**src/rtl/seq_param_2to1_rr_arb_mux.sv**
```systemverilog
// Two-input round-robin arbiter feeding a registered 2-to-1 mux; one output stage, 1-cycle latency.
// Optional per-input grant counters are enabled with the ARB_GRANT_CNT_EN macro.
module seq_param_2to1_rr_arb_mux #(
  parameter int nbits = 8
) (
  input  logic             clk,
  input  logic             reset_n,
  input  logic             in0_val,
  output logic             in0_rdy,
  input  logic [nbits-1:0] in0_msg,
  input  logic             in1_val,
  output logic             in1_rdy,
  input  logic [nbits-1:0] in1_msg,
  output logic             out_val,
  input  logic             out_rdy,
  output logic [nbits-1:0] out_msg,
  output logic             out_src
`ifdef ARB_GRANT_CNT_EN
  ,
  output logic [15:0]      gnt0_cnt,
  output logic [15:0]      gnt1_cnt
`endif
);

  // Handshake: a beat moves on a rising edge when val && rdy; val never waits on rdy,
  // while in*_rdy may depend on in*_val and at most one input rdy is high at a time.
  logic prio;
  logic accept;
  logic grant;
  logic xfer0;
  logic xfer1;

  // The output stage can reload in the same cycle it drains.
  assign accept = !out_val || out_rdy;

  always_comb begin
    grant = 1'b0;
    if (in0_val && in1_val) begin
      grant = prio;
    end else if (in1_val) begin
      grant = 1'b1;
    end
  end

  assign in0_rdy = accept && in0_val && !grant;
  assign in1_rdy = accept && in1_val && grant;
  assign xfer0   = in0_val && in0_rdy;
  assign xfer1   = in1_val && in1_rdy;

  always_ff @(posedge clk or negedge reset_n) begin
    if (!reset_n) begin
      out_val <= 1'b0;
      out_msg <= '0;
      out_src <= 1'b0;
      prio    <= 1'b0;
    end else if (xfer0 || xfer1) begin
      out_val <= 1'b1;
      out_msg <= grant ? in1_msg : in0_msg;
      out_src <= grant;
      // Priority moves to the input that did not just win.
      prio    <= ~grant;
    end else if (out_val && out_rdy) begin
      out_val <= 1'b0;
    end
  end

`ifdef ARB_GRANT_CNT_EN
  always_ff @(posedge clk or negedge reset_n) begin
    if (!reset_n) begin
      gnt0_cnt <= '0;
      gnt1_cnt <= '0;
    end else begin
      if (xfer0 && gnt0_cnt != 16'hFFFF) gnt0_cnt <= gnt0_cnt + 16'd1;
      if (xfer1 && gnt1_cnt != 16'hFFFF) gnt1_cnt <= gnt1_cnt + 16'd1;
    end
  end
`endif

endmodule

```
**config.mk**
```make
export PLATFORM = sky130hd
export DESIGN_NAME = seq_param_2to1_rr_arb_mux
export DESIGN_NICKNAME = d
export VERILOG_FILES = /design/src/rtl/seq_param_2to1_rr_arb_mux.sv
export SDC_FILE = /design/constraint.sdc
export NUM_CORES = 1
export LEC_CHECK = 0
export ABC_AREA = 1
export CAP_MARGIN = 20
export CORE_MARGIN = 3
export CORE_UTILIZATION = 37
export DETAILED_ROUTE_END_ITERATION = 10
export PLACE_DENSITY = 0.77
export SYNTH_ARGS = -nofsm -noshare
export SYNTH_HDL_FRONTEND = slang
export SYNTH_SLANG_ARGS = --single-unit
```
**constraint.sdc**
```tcl
create_clock -name clk -period 1.1 [get_ports clk]
set_input_delay 0.275 -clock clk [delete_from_list [all_inputs] [get_ports clk]]
set_output_delay 0.275 -clock clk [all_outputs]
set_load 0.005 [all_outputs]
```
# Yosys cells after proc, flatten, opt, wreduce, memory -nomap -nowiden
# Index checks and enable logic that the tools add are counted.
# word_totals
elab_cells,23
register_bits,11
output_inout_bits,12
# op_classes
n_mux,5
reduce_logical,13
bitwise_logic,1
# ops
cell,count
$logic_and 1x1->1,8
$mux 8,1
$mux 1,4
$logic_not 1->1,2
$logic_or 1x1->1,2
$reduce_bool 2->1,1
$not 1->1,1

# Depth between registers and ports, before layout
# Gate-level depths: netlist of run 1.
# logic_depth
ltp_word,7
ltp_mapped,7
mapped_depth_nobuf,7

# Worst setup path before layout of run 1
# No wires, ideal clock.
# synth_timing
path_type,register -> output
from,register out_val
to,output port in1_rdy
slack_ns,-0.002
stages_incl_launch_ff,6
path_buffers,0
arrival_ns,0.827
required_ns,0.825
cell_sequence,dfrtp_1 > inv_1 > nor2_1 > inv_1 > nand2_2 > inv_1
# synth_between
elab_chain_len,4
# synth_rtl
item,line,source
start: declaration,14,"output logic out_val,"
start signal: assignment,52,out_val <= 1'b0;
start signal: assignment,57,out_val <= 1'b1;
start signal: assignment,63,out_val <= 1'b0;
$logic_not 1->1,34,assign accept = !out_val || out_rdy;
$logic_or 1x1->1,34,
$logic_and 1x1->1 (2 in a row),46,assign in1_rdy = accept && in1_val && grant;
end: declaration,12,"output logic in1_rdy,"
# No other way between the ends.

# Worst setup path in the final report of run 1
# Ends and elaborated chain as after synthesis.

==> qor.csv, run 1 <==
metric;value;unit
Antenna Nets Post-Route;0;
most frequent cells in the layout;nand2_1 (38), clkdlybuf4s50_1 (17), buf_4 (12);
Critical Path Sink Type;output pin;
Setup-failing EPs final;10;
drt first pass iters;4;
CP startpoint kind;register;
failing checks;negative setup slack;
core area;1415;um^2
most common cell after layout, fill and taps aside;nand2_1;
number of max-cap violations;0;
grt met1 use;22.17;%
Critical R2R Launch;prio$_DFFE_PN0P_;
Initial Util;42.79;%
Max Buffers Root-to-Sink;2;
synth unique cells;13;
Warnings, synthesis;0;
Vert. Die Dim;46.46;um
ant diodes;0;
area grow syn2layout;83.88;%
H-tree depth;1;
register bit count reported by yosys;11;
CTS tree;done;
worst setup path category;reg -> out;
Placer Congestion;0.8325;
P_leak;0.6221;nW
Critical Path Start;out_val$_DFFE_PN0P_;
min Tclk post-route;1.406;ns
cell area power density;1212;nW/um^2
DRC Markers;0;
CP Data Required Time;0.82;ns
Design Power;1.349;mW
RSZ-0062 raised after global routing;yes;
Register-to-Register Setup Slack;-0.05;ns
DP HPWL;1310;um
FMAX;0.7114;GHz
Slew Limit Fails;0;
CP Max Fanout;3;
Worst EP arrival;1.13;ns
Worst setup endpoint;in1_rdy;
peak supply drop;0.001022;V
largest net degree at the start of global routing;12;
initial detailed-routing violation count;25;
Ports;33;
met3 usage;5.859;%
synthesized area;605.6;um^2
reg2reg path depth;9;
worst setup margin;-0.3057;ns
GRT overflow;0;
Via Count;754;
met2 GRT Util;40.93;%
status;finished with violations;
Slew @ Worst Pin;0.2917;ns
GRT Max-Usage Layer;met2;
Die X-Extent;46.46;um
final period utilization;127.8;%
initial antenna violation count;0;
worst-case clock skew;0.005959;ns
placed instance count;138;
Final Hold Fails;0;
Worst R2R End;out_msg[6]$_DFFE_PN0P_;
Seq/Total Area, Yosys;45.45;%
placed cell area;1022;um^2
routed wire length;2185;um
average routed wire per standard cell;14.57;um
vias in the first global route;747;
num rows;13;
final net count;157;
syn_nets;102;
layout cell share with drive strength beyond 1;38.52;%
GR Util All Layers;22.15;%
Finished Cell Area;1114;um^2
cts-stage hold buffer count;0;
min-delay worst type;in -> async;
clk slew on worst S/H paths;0.08;ns
CTS Sinks;11;
Via density;5.027;
Non-Filler Instances;150;
cell count after synthesis;81;
die area;2158;um^2
clock root cell;clkbuf_4;
IO Port Bufs;32;
global-route wire length before repair;3249;um
total CTS buffers;3;
Max-slew headroom;80.55;%
clock latency on the worst-skew pair;0.28;ns
Mapped Avg Cell Area;7.476;um^2
==> worst min-delay path by stage <==
stage,from,end
2_1_floorplan,reset_n,out_msg[0]$_DFFE_PN0P_
3_3_place_gp,out_src$_DFFE_PN0P_,out_src$_DFFE_PN0P_
3_5_place_dp,out_msg[5]$_DFFE_PN0P_,out_msg[5]$_DFFE_PN0P_
4_1_cts,reset_n,out_src$_DFFE_PN0P_
5_1_grt,reset_n,out_src$_DFFE_PN0P_
6_report,reset_n,out_src$_DFFE_PN0P_
==> area by class of cell <==
class | instances | area (um^2)
clock buffer | 4 | 26.28
fill | 106 | 301.5
inverter | 9 | 36.28
multi-input combinational | 61 | 336.6
sequential | 11 | 275.3
tap | 15 | 18.77
timing repair buffer | 50 | 420.4
==> Yosys cell counts <==
library cell,n,share of area (%)
inv_2,2,1.2
nand3_1,8,6.6
nand2_2,1,1.0
buf_4,1,1.2
nand2_1,44,27
nor2_1,1,0.62
inv_1,7,4.3
nor3_1,1,0.83
nand2_4,2,3.7
o21ai_0,1,0.83
a22oi_4,1,3.5
o22ai_4,1,3.3
dfrtp_1,11,45
==> critical path: stages, from the launching register on <==
cell and delay, ns:
dfrtp_1 0.39, inv_2 0.06, nor2_4 0.12, inv_2 0.06
nand2_2 0.07, inv_1 0.03, buf_2 0.11
==> power by group <==
group          internal (mW)  switching [mW]
Sequential             0.474          0.0373
Combinational          0.286           0.259
Clock                  0.141           0.152
Total                  0.901           0.449
==> layer usage <==
metal / up-vias / routed length, um
met4: 0 / 63
li1: 365 / -
met3: 6 / 114
met1: 359 / 832
met5: - / 0
met2: 24 / 1174
==> logic make-up after synthesis <==
family          synth area share, %
simple gates                  40.08
flops                         45.45
buf+inv                       6.820
compound gates                7.644
==> through the flow <==
stage	setup TNS, ns	worst slack, ns	util, %	hold slack (ns)
2_1_floorplan	0	0.009033	-	-0.02059
3_3_place_gp	-6.116	-0.8163	72.24	0.4554
3_5_place_dp	-6.451	-0.8416	72.24	0.4639
4_1_cts	-1.011	-0.3000	77.10	0.2772
5_1_grt	-1.712	-0.3633	78.69	0.2811
6_report	-0.8005	-0.3057	78.69	0.2752
==> flip-flops by register name, indices dropped and copies added, names as in the netlist <==
register,count
out_msg,8
prio,1
out_val,1
out_src,1
==> repair_timing <==
action,in CTS,in global routing
setup endpoints to repair,22,15
hold endpoints to repair,0,0
cloned,1,0
pin swaps,14,11
gates resized for setup,62,13
buffers inserted,13,8
(Power assumes the default switching activity.)
==> inputs of run 2 (changes only) <==
- PLACE_DENSITY: 0.77 -> 0.85
==> qor.csv, run 2 (synthesized netlist as in run 1, its figures left out) <==
metric;value;unit
area grow syn2layout;78.10;%
initial detailed-routing violation count;8;
FMAX;0.7115;GHz
status;finished with violations;
placed cell area;1015;um^2
Via Count;726;
min-delay worst type;in -> async;
Critical Path Start;prio$_DFFE_PN0P_;
ant diodes;0;
largest reg by FF count;out_msg;
most common cell after layout, fill and taps aside;nand2_1;
num rows;13;
fillers;114;
initial antenna violation count;0;
Final Hold Fails;0;
CP startpoint kind;register;
most frequent cells in the layout;nand2_1 (44), clkdlybuf4s50_1 (17), buf_4 (13);
cts-stage hold buffer count;0;
Critical R2R Launch;out_val$_DFFE_PN0P_;
min Tclk post-route;1.405;ns
clk slew on worst S/H paths;0.08;ns
peak supply drop;0.0007124;V
Setup WS pre-CTS;-0.9055;ns
global-route wire length before repair;3298;um
clock latency on the worst-skew pair;0.27;ns
worst hold margin;0.2969;ns
failing checks;negative setup slack;
Fin Setup TNS;-2.787;ns
H-tree depth;1;
P_leak;0.6169;nW
Worst EP arrival;1.13;ns
Critical Path Sink Type;output pin;
Finished Cell Area;1079;um^2
final period utilization;127.8;%
Register-to-Register Setup Slack;-0.27;ns
Ports;33;
DP HPWL;1321;um
area of the multi-input gates;301.5;um^2
Placer Congestion;0.8150;
IO Port Bufs;32;
Max Buffers Root-to-Sink;2;
GR Util All Layers;22.29;%
CP Max Fanout;2;
Worst R2R End;out_msg[3]$_DFFE_PN0P_;
average routed wire per standard cell;13.32;um
Via density;4.905;
max reg flops;8;
CTS tree;done;
die area;2158;um^2
worst setup path category;reg -> out;
core area;1415;um^2
Setup-failing EPs final;11;
Die X-Extent;46.46;um
Worst setup endpoint;in0_rdy;
worst-case clock skew;0.003216;ns
vias in the first global route;733;
DRC Markers;0;
number of max-cap violations;0;
Slew @ Worst Pin;0.2752;ns
final net count;155;
Initial Util;42.79;%
GRT overflow;0;
drt first pass iters;4;
CTS Sinks;11;
routed wire length;1971;um
worst setup margin;-0.3054;ns
Antenna Nets Post-Route;0;
Slew Limit Fails;0;
cell area power density;1219;nW/um^2
largest net degree at the start of global routing;12;
Max-slew headroom;81.65;%
Reg area;275.3;um^2
reg2reg path depth;7;
Design Power;1.315;mW
Vert. Die Dim;46.46;um
layout cell share with drive strength beyond 1;33.08;%
total CTS buffers;3;
clock root cell;clkbuf_4;
CP Data Required Time;0.82;ns
RSZ-0062 raised after global routing;yes;
## run 2: metal layers
metal,part of all wire (%),GRT usage (%)
met2,52,39.01
met4,0.71,10.23
met3,10,5.469
met1,38,25.00
met5,0,0
## run 2: worst min path at each step
stage                              startpoint                      to  slack, ns  depth (start not counted)
after CTS                             reset_n  out_msg[7]$_DFFE_PN0P_       0.30                          2
after global placement    out_src$_DFFE_PN0P_     out_src$_DFFE_PN0P_       0.46                          2
after detailed placement  out_src$_DFFE_PN0P_     out_src$_DFFE_PN0P_       0.46                          2
after global routing                  reset_n     out_val$_DFFE_PN0P_       0.30                          2
final                                 reset_n     out_src$_DFFE_PN0P_       0.30                          2
after floorplan                       reset_n  out_msg[0]$_DFFE_PN0P_      -0.02                          0
## run 2: final cells by class
cell class | count | share of cell area [%]
Inverter | 9 | 3.132
Multi-Input combinational cell | 60 | 27.96
Timing Repair Buffer | 49 | 39.21
Tap cell | 15 | 1.740
Sequential cell | 11 | 25.52
Clock buffer | 4 | 2.436
## run 2: power breakdown
part / switching (mW) / internal, mW / total, mW
clock: 0.147 / 0.140 / 0.288
combinational: 0.234 / 0.282 / 0.516
sequential: 0.0378 / 0.474 / 0.511
## run 2: worst max-delay path, cell delays in order, from the launching register on
cell     delay [ns]
dfrtp_1        0.39
inv_2          0.08
nand2_4        0.05
nand2_4        0.06
inv_2          0.04
nor3_2         0.10
buf_2          0.14
## run 2: per-stage QoR
step,instances,util (%)
final,148,76.22
after global placement,137,71.71
after floorplan,81,-
after detailed placement,137,71.71
after global routing,148,76.22
after CTS,146,74.27
## run 2: what timing repair did
item,in CTS,in global routing
setup buffers,5,2
pin swaps,9,5
resized for setup,59,0
endpoints found under the setup margin,22,14
